==> src/rtl/qpsk_tx_symbol_scheduler.sv <==
// qpsk_tx_symbol_scheduler
//   Sequences a combinational QPSK modulator on the transmit path. It accepts one codeword
//   per valid/ready handshake and drives it onto the modulator input. One cycle later it
//   captures the modulator's four parallel symbol pairs into shadow registers. It then
//   emits those pairs serially, holding each one for SYM_PERIOD clocks.
//
// Ports
//   i_clk                 system clock, rising edge
//   i_reset               synchronous, active-high reset
//   i_cw_in / i_cw_valid  codeword from the encoder and its valid
//   o_cw_ready            high in IDLE (decoded from state)
//   o_mod_in              registered codeword driven to the modulator
//   i_mod_real_k/imag_k   modulator symbol k (k=1 sent first)
//   o_sym_real/imag       current serial symbol (0 outside SEND)
//   o_sym_strobe          1-cycle pulse on the first clock of each symbol
//   o_sym_idx             index of the current symbol, 0..3
//   o_sym_last            high for the whole period of symbol 3
//   o_busy                high in LOAD or SEND (decoded from state)
//   o_frames_sent         completed codewords, wraps 255 -> 0
module qpsk_tx_symbol_scheduler #(
    parameter int unsigned SYM_W      = 16,
    parameter int unsigned CW_W       = 7,
    parameter int unsigned SYM_PERIOD = 4
) (
    input  logic             i_clk,
    input  logic             i_reset,
    input  logic [CW_W-1:0]  i_cw_in,
    input  logic             i_cw_valid,
    output logic             o_cw_ready,
    output logic [CW_W-1:0]  o_mod_in,
    input  logic [SYM_W-1:0] i_mod_real_1,
    input  logic [SYM_W-1:0] i_mod_real_2,
    input  logic [SYM_W-1:0] i_mod_real_3,
    input  logic [SYM_W-1:0] i_mod_real_4,
    input  logic [SYM_W-1:0] i_mod_imag_1,
    input  logic [SYM_W-1:0] i_mod_imag_2,
    input  logic [SYM_W-1:0] i_mod_imag_3,
    input  logic [SYM_W-1:0] i_mod_imag_4,
    output logic [SYM_W-1:0] o_sym_real,
    output logic [SYM_W-1:0] o_sym_imag,
    output logic             o_sym_strobe,
    output logic [1:0]       o_sym_idx,
    output logic             o_sym_last,
    output logic             o_busy,
    output logic [7:0]       o_frames_sent
);

    localparam logic [7:0] LastCnt = 8'(SYM_PERIOD - 1);

    typedef enum logic [1:0] {StIdle, StLoad, StSend} state_e;

    state_e           r_state;
    state_e           w_state_d;
    logic [CW_W-1:0]  r_mod_in;
    logic [SYM_W-1:0] r_sh_real [4];
    logic [SYM_W-1:0] r_sh_imag [4];
    logic [7:0]       r_per_cnt;
    logic [1:0]       r_sym_idx;
    logic [SYM_W-1:0] r_sym_real;
    logic [SYM_W-1:0] r_sym_imag;
    logic             r_sym_strobe;
    logic             r_sym_last;
    logic [7:0]       r_frames;

    logic       w_accept;
    logic       w_sym_end;
    logic       w_frame_end;
    logic [1:0] w_idx_nxt;

    assign w_accept    = (r_state == StIdle) && i_cw_valid;
    assign w_sym_end   = (r_state == StSend) && (r_per_cnt == LastCnt);
    assign w_frame_end = w_sym_end && (r_sym_idx == 2'd3);
    assign w_idx_nxt   = r_sym_idx + 2'd1;

    // State register
    always_ff @(posedge i_clk) begin
        if (i_reset) begin
            r_state <= StIdle;
        end else begin
            r_state <= w_state_d;
        end
    end

    // Next state
    always_comb begin
        w_state_d = r_state;
        unique case (r_state)
            StIdle:  if (w_accept) w_state_d = StLoad;
            StLoad:  w_state_d = StSend;
            StSend:  if (w_frame_end) w_state_d = StIdle;
            default: w_state_d = StIdle;
        endcase
    end

    // Datapath. The serial outputs are registered, so each edge loads the value for the
    // cycle that follows it. The LOAD edge therefore presents symbol 0 straight from the
    // modulator while it is also being captured into the shadow registers.
    always_ff @(posedge i_clk) begin
        if (i_reset) begin
            r_mod_in     <= '0;
            r_per_cnt    <= '0;
            r_sym_idx    <= '0;
            r_sym_real   <= '0;
            r_sym_imag   <= '0;
            r_sym_strobe <= 1'b0;
            r_sym_last   <= 1'b0;
            r_frames     <= '0;
            for (int k = 0; k < 4; k++) begin
                r_sh_real[k] <= '0;
                r_sh_imag[k] <= '0;
            end
        end else begin
            unique case (r_state)
                StIdle: begin
                    if (w_accept) r_mod_in <= i_cw_in;
                    r_per_cnt <= '0;
                end
                StLoad: begin
                    r_sh_real[0] <= i_mod_real_1;
                    r_sh_real[1] <= i_mod_real_2;
                    r_sh_real[2] <= i_mod_real_3;
                    r_sh_real[3] <= i_mod_real_4;
                    r_sh_imag[0] <= i_mod_imag_1;
                    r_sh_imag[1] <= i_mod_imag_2;
                    r_sh_imag[2] <= i_mod_imag_3;
                    r_sh_imag[3] <= i_mod_imag_4;
                    r_per_cnt    <= '0;
                    r_sym_idx    <= 2'd0;
                    r_sym_real   <= i_mod_real_1;
                    r_sym_imag   <= i_mod_imag_1;
                    r_sym_strobe <= 1'b1;
                    r_sym_last   <= 1'b0;
                end
                StSend: begin
                    if (w_sym_end) begin
                        r_per_cnt <= '0;
                        if (r_sym_idx == 2'd3) begin
                            // Frame complete: serial outputs return to idle zeros
                            r_frames     <= r_frames + 8'd1;
                            r_sym_idx    <= 2'd0;
                            r_sym_real   <= '0;
                            r_sym_imag   <= '0;
                            r_sym_strobe <= 1'b0;
                            r_sym_last   <= 1'b0;
                        end else begin
                            r_sym_idx    <= w_idx_nxt;
                            r_sym_real   <= r_sh_real[w_idx_nxt];
                            r_sym_imag   <= r_sh_imag[w_idx_nxt];
                            r_sym_strobe <= 1'b1;
                            r_sym_last   <= (w_idx_nxt == 2'd3);
                        end
                    end else begin
                        r_per_cnt    <= r_per_cnt + 8'd1;
                        r_sym_strobe <= 1'b0;
                    end
                end
                default: begin
                    r_per_cnt <= '0;
                end
            endcase
        end
    end

    assign o_cw_ready    = (r_state == StIdle);
    assign o_busy        = (r_state != StIdle);
    assign o_mod_in      = r_mod_in;
    assign o_sym_real    = r_sym_real;
    assign o_sym_imag    = r_sym_imag;
    assign o_sym_strobe  = r_sym_strobe;
    assign o_sym_idx     = r_sym_idx;
    assign o_sym_last    = r_sym_last;
    assign o_frames_sent = r_frames;

endmodule

==> config.mk <==
export PLATFORM = sky130hd
export DESIGN_NAME = qpsk_tx_symbol_scheduler
export DESIGN_NICKNAME = d
export VERILOG_FILES = /design/src/rtl/qpsk_tx_symbol_scheduler.sv
export SDC_FILE = /design/constraint.sdc
export NUM_CORES = 1
export LEC_CHECK = 0
export CORE_ASPECT_RATIO = 0.75
export CORE_MARGIN = 1.5
export CORE_UTILIZATION = 30
export DETAILED_ROUTE_END_ITERATION = 10
export SLEW_MARGIN = 20
export SYNTH_ARGS = -nofsm -noshare
export SYNTH_HDL_FRONTEND = slang
export SYNTH_SLANG_ARGS = --single-unit
==> constraint.sdc <==
create_clock -name i_clk -period 6.9 [get_ports i_clk]
set_input_delay 2.07 -clock i_clk [delete_from_list [all_inputs] [get_ports i_clk]]
set_output_delay 2.07 -clock i_clk [all_outputs]
set_load 0.05 [all_outputs]
==> results of run 1 <==
==> critical path: stages (launching register included) <==
cell and delay [ns]:
sky130_fd_sc_hd__dfxtp_1 0.33, sky130_fd_sc_hd__inv_1 0.10, sky130_fd_sc_hd__ha_1 0.48, sky130_fd_sc_hd__clkdlybuf4s50_1 0.90
==> synth_stat cells, types with 2 or more instances <==
cell type	number
sky130_fd_sc_hd__a211oi_1	32
sky130_fd_sc_hd__a21oi_1	13
sky130_fd_sc_hd__a221oi_1	32
sky130_fd_sc_hd__a22oi_1	3
sky130_fd_sc_hd__and2_1	130
sky130_fd_sc_hd__and3_1	2
sky130_fd_sc_hd__buf_1	2
sky130_fd_sc_hd__buf_2	8
sky130_fd_sc_hd__clkbuf_1	33
sky130_fd_sc_hd__dfxtp_1	61
sky130_fd_sc_hd__edfxtp_1	128
sky130_fd_sc_hd__ha_1	8
sky130_fd_sc_hd__inv_1	39
sky130_fd_sc_hd__mux2_2	2
sky130_fd_sc_hd__mux4_2	32
sky130_fd_sc_hd__nand2_1	11
sky130_fd_sc_hd__nand3_1	18
sky130_fd_sc_hd__nand4_1	3
sky130_fd_sc_hd__nor2_1	18
sky130_fd_sc_hd__nor2b_1	4
sky130_fd_sc_hd__o21ai_0	2
sky130_fd_sc_hd__o31ai_1	3
sky130_fd_sc_hd__or4_1	3
sky130_fd_sc_hd__xnor2_1	2
sky130_fd_sc_hd__xor2_1	6
==> kinds of logic (layout without fill, tap and decap cells) <==
logic type	after synthesis	count (layout)	share of synthesized area [%]
multiplexers	35	35	9.24
buffers and inverters	83	270	3.95
flip-flops	189	189	62.1
AND/OR/NAND/NOR	195	195	14.3
XOR/XNOR	8	8	0.860
AO/OA/AOI/OAI	89	89	8.26
adder cells (fa/ha/maj)	8	8	1.23
==> worst paths after layout <==
kind / start / end / slack [ns] / cells after the start
worst max-delay path: r_state[0]$_SDFFE_PP0P_ / o_cw_ready / 2.57 / 3
worst min-delay path: o_mod_in[0]$_SDFFE_PP0P_ / o_mod_in[0]$_SDFFE_PP0P_ / 0.46 / 2
worst max register to register: o_sym_idx[0]$_SDFFE_PP0P_ / o_sym_imag[0]$_SDFFE_PP0P_ / 3.72 / 6
worst min register to register: o_mod_in[0]$_SDFFE_PP0P_ / o_mod_in[0]$_SDFFE_PP0P_ / 0.46 / 2
==> flip-flops by register name (all words and copies together) (netlist names) <==
register / cells
o_sym_idx: 2
r_state: 2
o_sym_imag: 16
r_per_cnt: 8
o_sym_strobe: 1
o_sym_last: 1
r_sh_real: 64
r_sh_imag: 64
o_sym_real: 16
o_mod_in: 7
o_frames_sent: 8
==> power groups by stage <==
stage	combinational (mW)	clock, mW	sequential (mW)
floorplan	0.324	0	1.72
global placement	0.809	0	1.54
detailed placement	0.823	0	1.54
CTS	0.826	0.947	1.52
global route	0.876	0.994	1.54
finish	0.818	0.924	1.52
==> final cells by class <==
| type | count | area (um^2) |
|---|---|---|
| fillers | 2531 | 15900 |
| flip-flops and latches | 189 | 5070 |
| multi-input cells | 335 | 2790 |
| repair buffers | 198 | 1980 |
| clock buffers | 26 | 500 |
| well taps | 351 | 439 |
| inverters | 40 | 150 |
| clock inverters | 6 | 40.0 |
==> per-layer routing <==
layer	share of wire, %	vias to the layer above	global-route usage, %	wire (um)
li1	-	2578	-	-
met5	0	-	0	0
met4	0.78	0	4.02	160
met2	44	164	22.1	8910
met3	6.6	9	4.33	1350
met1	49	2593	21.4	10000
==> metrics by stage <==
step	worst slack, ns	hold WS, ns	instances
after floorplan	2.52	0.437	607
after global placement	2.66	0.443	1112
after detailed placement	2.65	0.446	1113
after CTS	2.53	0.457	1145
after global routing	2.43	0.477	1145
final	2.57	0.456	1145
==> reports/qor.log, run 1 <==
qor: run_status.run_status finished, violations left
qor: run_status.violations design-rule violations
qor: logic_synthesis.synth.avg_cell_area 13.4 um^2
qor: layout.finalInstanceArea 11000 um^2
qor: power_and_ir_drop.p_leak 3.91 nW
qor: power_and_ir_drop.clockPowerShare 28.4%
qor: placement.placed_area 10400 um^2
qor: logic_synthesis.syn-num-nets 753
qor: min_path.hold_path_class reg2reg
qor: logic_synthesis.post_synth_inst_count 607
qor: critical_path.cp_max_fo 11
qor: power_and_ir_drop.power.share.combinational 25.1%
qor: critical_path.worst_setup_path_end_kind primary output
qor: clock_tree.htreeDepth 4
qor: sta.final_cycle_share 62.8%
qor: detailed_routing.totalWireLength 20.4 mm
qor: run.max-cap-violations 0
qor: logic_synthesis.synth_area_leaders sky130_fd_sc_hd__edfxtp_1 (47%), sky130_fd_sc_hd__dfxtp_1 (15%), sky130_fd_sc_hd__and2_1 (10%)
qor: power_and_ir_drop.fin_total_pwr 3.26 mW
qor: floorplan.die_h 146 um
qor: layout.num-nets-final 927
qor: placement.numPortBuffers 190
qor: power_and_ir_drop.swShare 30.4%
qor: floorplan.boundaryPins 191
qor: logic_synthesis.yosys_warnings 0
qor: critical_path.setup.worst_path.class reg2out
qor: sta.finalClockSkew 0.0141 ns
qor: power_and_ir_drop.power_density 297 nW/um^2
qor: sta.finalWorstPathRequiredPeriod 4.33 ns
qor: detailed_routing.avgRoutedWirePerCell 17.8 um
qor: grt.gr-total-overflow 0
qor: power_and_ir_drop.ir_drop 0.000168 V
qor: logic_synthesis.yosysTopAreaCell sky130_fd_sc_hd__edfxtp_1
qor: grt.first_global_vias 5441
qor: clock_tree.tritoncts built
qor: power_and_ir_drop.power.share.sequential 46.6%
qor: sta.unrepaired_setup_endpoints_after_global_routing false
qor: placement.dpl.hpwl 13.5 mm
qor: floorplan.die_area 28200 um^2
qor: clock_tree.clockRootBuffer sky130_fd_sc_hd__clkbuf_16
qor: sta.aggregate_negative_setup_slack 0 ns
qor: layout.area_growth_syn_to_layout 34.5%
qor: logic_synthesis.number_of_enable_flip_flop_cells_after_synthesis 128
qor: logic_synthesis.dominantRegCellSynth sky130_fd_sc_hd__edfxtp_1
qor: critical_path.timing.critical_path.required 4.83 ns
qor: floorplan.die_width 193 um
qor: sta.finalHoldViolCount 0
qor: logic_synthesis.sequential_share_of_the_synthesized_area 62.1%
qor: clock_tree.worstSkewPairLatency 0.44 ns
qor: logic_synthesis.netlist-cell-type-count 37
qor: grt.grt_first_pass_wirelength 31.8 mm
qor: clock_tree.cts_hold_buf 0
qor: sta.slew_viol_final 0
qor: layout.layout_common_cells sky130_fd_sc_hd__clkdlybuf4s50_1 (189), sky130_fd_sc_hd__and2_1 (130), sky130_fd_sc_hd__edfxtp_1 (128)
qor: clock_tree.post_cts_resize_count 0
qor: clock_tree.postCtsSetupBuffers 0
qor: power_and_ir_drop.switching_power 992 uW
qor: layout.final_common_cell sky130_fd_sc_hd__clkdlybuf4s50_1
qor: layout.layout-drive-gt1-share 10.1%
qor: floorplan.core 26900 um^2
qor: detailed_routing.ant_nets 0
qor: floorplan.starting_utilization_of_the_core_area 30.3%
qor: layout.diodes 0
qor: detailed_routing.route.detailed.vias_per_inst 4.67
qor: detailed_routing.iteration_0_drc_markers 306
qor: logic_synthesis.synth-seq-cells 189
qor: logic_synthesis.syn_area 8150 um^2
qor: placement.gp_congestion 0.729
qor: detailed_routing.drt_drc_violations_left 14
qor: critical_path.critPathArrivalTime 2.26 ns
qor: layout.finalCoreUtilization 40.8%
qor: detailed_routing.drt_first_pass_iters 8
qor: grt.grt_util_all_layers 14.9%
qor: sta.relSlewSlack 29.1%
qor: sta.tightestPinTransition 1.06 ns
qor: clock_tree.clk_transition_reported_paths 0.07 ns
qor: logic_synthesis.asyncSetResetFlopFracSynth 0%
qor: power_and_ir_drop.power_report.internal_total 2.27 mW
qor: floorplan.num_rows 52
qor: detailed_routing.dr_total_vias 5344
qor: grt.grt_start_max_net_pins 62
qor: clock_tree.cts_buffers 17
qor: sta.setup_viol 0
qor: critical_path.worst_setup_path_start_kind flop
qor: grt.grt_antenna_before_repair 0
qor: logic_synthesis.post_synth_top_area_share 47.2%
qor: sta.max_freq 231 MHz
qor: clock_tree.clock_sinks 189
qor: clock_tree.clockBufferDepth 2
(Power assumes the default switching activity.)
==> inputs of run 2 (changes only) <==
==> constraint.sdc (replaced) <==
create_clock -name i_clk -period 3.59 [get_ports i_clk]
set_input_delay 1.077 -clock i_clk [delete_from_list [all_inputs] [get_ports i_clk]]
set_output_delay 1.077 -clock i_clk [all_outputs]
set_load 0.05 [all_outputs]
==> reports/qor.log, run 2 (synthesis results as in run 1) <==
qor: floorplan.core 26900 um^2 [unchanged]
qor: power_and_ir_drop.ir_drop 0.000317 V [+89%]
qor: sta.finalWorstPathRequiredPeriod 3.32 ns
qor: layout.layout_common_cells sky130_fd_sc_hd__clkdlybuf4s50_1 (189), sky130_fd_sc_hd__and2_1 (130), sky130_fd_sc_hd__edfxtp_1 (128)
qor: detailed_routing.drt_drc_violations_left 28 [+14]
qor: grt.grt_start_max_net_pins 72 [+16%]
qor: layout.num-nets-final 928 [+0.11%]
qor: run_status.violations design-rule violations
qor: sta.finalClockSkew 0.00982 ns [-0.00430 ns]
qor: critical_path.critPathArrivalTime 2.24 ns [-0.02 ns]
qor: grt.grt_first_pass_wirelength 31.8 mm [+0.15%]
qor: sta.unrepaired_setup_endpoints_after_global_routing false
qor: critical_path.cp_max_fo 11 [unchanged]
qor: clock_tree.htreeDepth 4 [unchanged]
qor: critical_path.timing.critical_path.required 2.51 ns [-2.32 ns]
qor: grt.gr-total-overflow 0 [unchanged]
qor: clock_tree.cts_buffers 17 [unchanged]
qor: clock_tree.worstSkewPairLatency 0.44 ns [about the same]
qor: detailed_routing.ant_nets 0 [unchanged]
qor: grt.first_global_vias 5406 [-0.64%]
qor: sta.slew_viol_final 0 [unchanged]
qor: run_status.run_status finished, violations left
qor: sta.relSlewSlack 34.9% [+5.9 points]
qor: layout.layout-drive-gt1-share 10.9% [+0.87 points]
qor: floorplan.die_area 28200 um^2 [unchanged]
qor: floorplan.boundaryPins 191 [unchanged]
qor: sta.tightestPinTransition 0.975 ns [-0.0869 ns]
qor: placement.gp_congestion 0.737 [+1.1%]
qor: grt.grt_antenna_before_repair 1 [+1]
qor: sta.hold-worst-slack 0.457 ns [+0.00115 ns]
qor: layout.area_growth_syn_to_layout 36.6%
qor: detailed_routing.dr_total_vias 5408 [+1.2%]
qor: clock_tree.clock_sinks 189 [unchanged]
qor: power_and_ir_drop.switching_power 1.99 mW [+100%]
qor: sta.final_cycle_share 92.5%
qor: sta.setup_viol 0 [unchanged]
qor: clock_tree.clockRootBuffer sky130_fd_sc_hd__clkbuf_16
qor: detailed_routing.totalWireLength 20.6 mm [+0.91%]
qor: clock_tree.post_cts_resize_count 0 [unchanged]
qor: floorplan.die_h 146 um [unchanged]
qor: sta.finalHoldViolCount 0 [unchanged]
qor: critical_path.worst_setup_path_start_kind flop
qor: sta.max_freq 301 MHz
qor: floorplan.die_width 193 um [unchanged]
qor: clock_tree.clockBufferDepth 2 [unchanged]
qor: run.max-cap-violations 0 [unchanged]
qor: layout.layout_top_registers r_sh_imag: 64 flops, r_sh_real: 64 flops
qor: clock_tree.tritoncts built
qor: power_and_ir_drop.power_report.internal_total 4.61 mW [+100%]
qor: clock_tree.clk_transition_reported_paths 0.07 ns [about the same]
qor: floorplan.starting_utilization_of_the_core_area 30.3% [unchanged]
qor: power_and_ir_drop.power.share.combinational 24.2% [-0.9 points]
qor: placement.dpl.hpwl 12.9 mm [-4.9%]
qor: detailed_routing.iteration_0_drc_markers 257 [-16%]
qor: power_and_ir_drop.p_leak 3.98 nW [+1.8%]
qor: floorplan.num_rows 52 [unchanged]
qor: min_path.hold_path_class reg2reg
qor: power_and_ir_drop.clockPowerShare 31.7% [+3.3 points]
qor: detailed_routing.route.detailed.vias_per_inst 4.71 [+1.0%]
qor: detailed_routing.drt_first_pass_iters 8 [unchanged]
qor: layout.final_common_cell sky130_fd_sc_hd__clkdlybuf4s50_1
qor: placement.numPortBuffers 190 [unchanged]
qor: sta.aggregate_negative_setup_slack 0 ns [unchanged]
qor: critical_path.worst_setup_path_end_kind primary output
qor: power_and_ir_drop.swShare 30.2% [-0.27 points]
qor: detailed_routing.avgRoutedWirePerCell 18.0 um [+0.73%]
qor: clock_tree.cts_hold_buf 0 [unchanged]
qor: grt.grt_util_all_layers 14.9% [-0.070 points]
qor: critical_path.setup.worst_path.class reg2out
qor: power_and_ir_drop.power_density 593 nW/um^2 [+99%]
qor: clock_tree.postCtsSetupBuffers 0 [unchanged]
qor: power_and_ir_drop.power.share.sequential 44.1% [-2.5 points]
## run 2: power by group through the flow
stage	sequential (mW)	combinational (mW)	clock, mW
after floorplan	3.31	0.623	0
after global placement	2.95	1.58	0
after detailed placement	2.96	1.60	0
after CTS	2.92	1.60	2.15
after global routing	2.95	1.70	2.23
final	2.91	1.60	2.09
## run 2: through the flow
stage	power (mW)	utilization [%]	std cells	instance area, um^2	worst slack [ns]
final	6.60	41.4	1147	11100	0.270
after global routing	6.89	41.4	1146	11100	0.185
after CTS	6.67	41.3	1145	11100	0.277
after detailed placement	4.56	38.9	1113	10500	0.779
after global placement	4.54	38.9	1113	10500	0.791
after floorplan	3.93	-	607	8150	0.198
## run 2: layer usage
layer,vias up,share of wire [%],track usage (%)
li1,2582,-,-
met1,2647,49,21.6
met2,169,44,21.7
met3,10,6.2,3.89
met4,0,0.83,4.33
met5,-,0,0
## run 2: final cells by class
class	instances	area, um^2
Antenna cell	1	2.50
Clock buffer	18	439
Clock inverter	14	205
Fill cell	2536	15700
Inverter	40	150
Multi-Input combinational cell	335	2790
Sequential cell	189	5070
Tap cell	351	439
Timing Repair Buffer	199	2040
## run 2: final timing paths
path	startpoint	to	slack, ns	depth (start not counted)
worst max-delay path	r_state[1]$_SDFFE_PP0P_	o_cw_ready	0.27	3
worst min-delay path	o_sym_real[11]$_SDFFE_PP0P_	o_sym_real[11]$_SDFFE_PP0P_	0.46	2
worst max register to register	r_state[0]$_SDFFE_PP0P_	o_sym_real[0]$_SDFFE_PP0P_	0.89	7
worst min register to register	o_sym_real[11]$_SDFFE_PP0P_	o_sym_real[11]$_SDFFE_PP0P_	0.46	2
## run 2: worst max-delay path, cell delays in order, from the launching register on
cell                              delay (ns)
sky130_fd_sc_hd__dfxtp_1                0.33
sky130_fd_sc_hd__inv_1                  0.10
sky130_fd_sc_hd__ha_1                   0.47
sky130_fd_sc_hd__clkdlybuf4s50_1        0.90
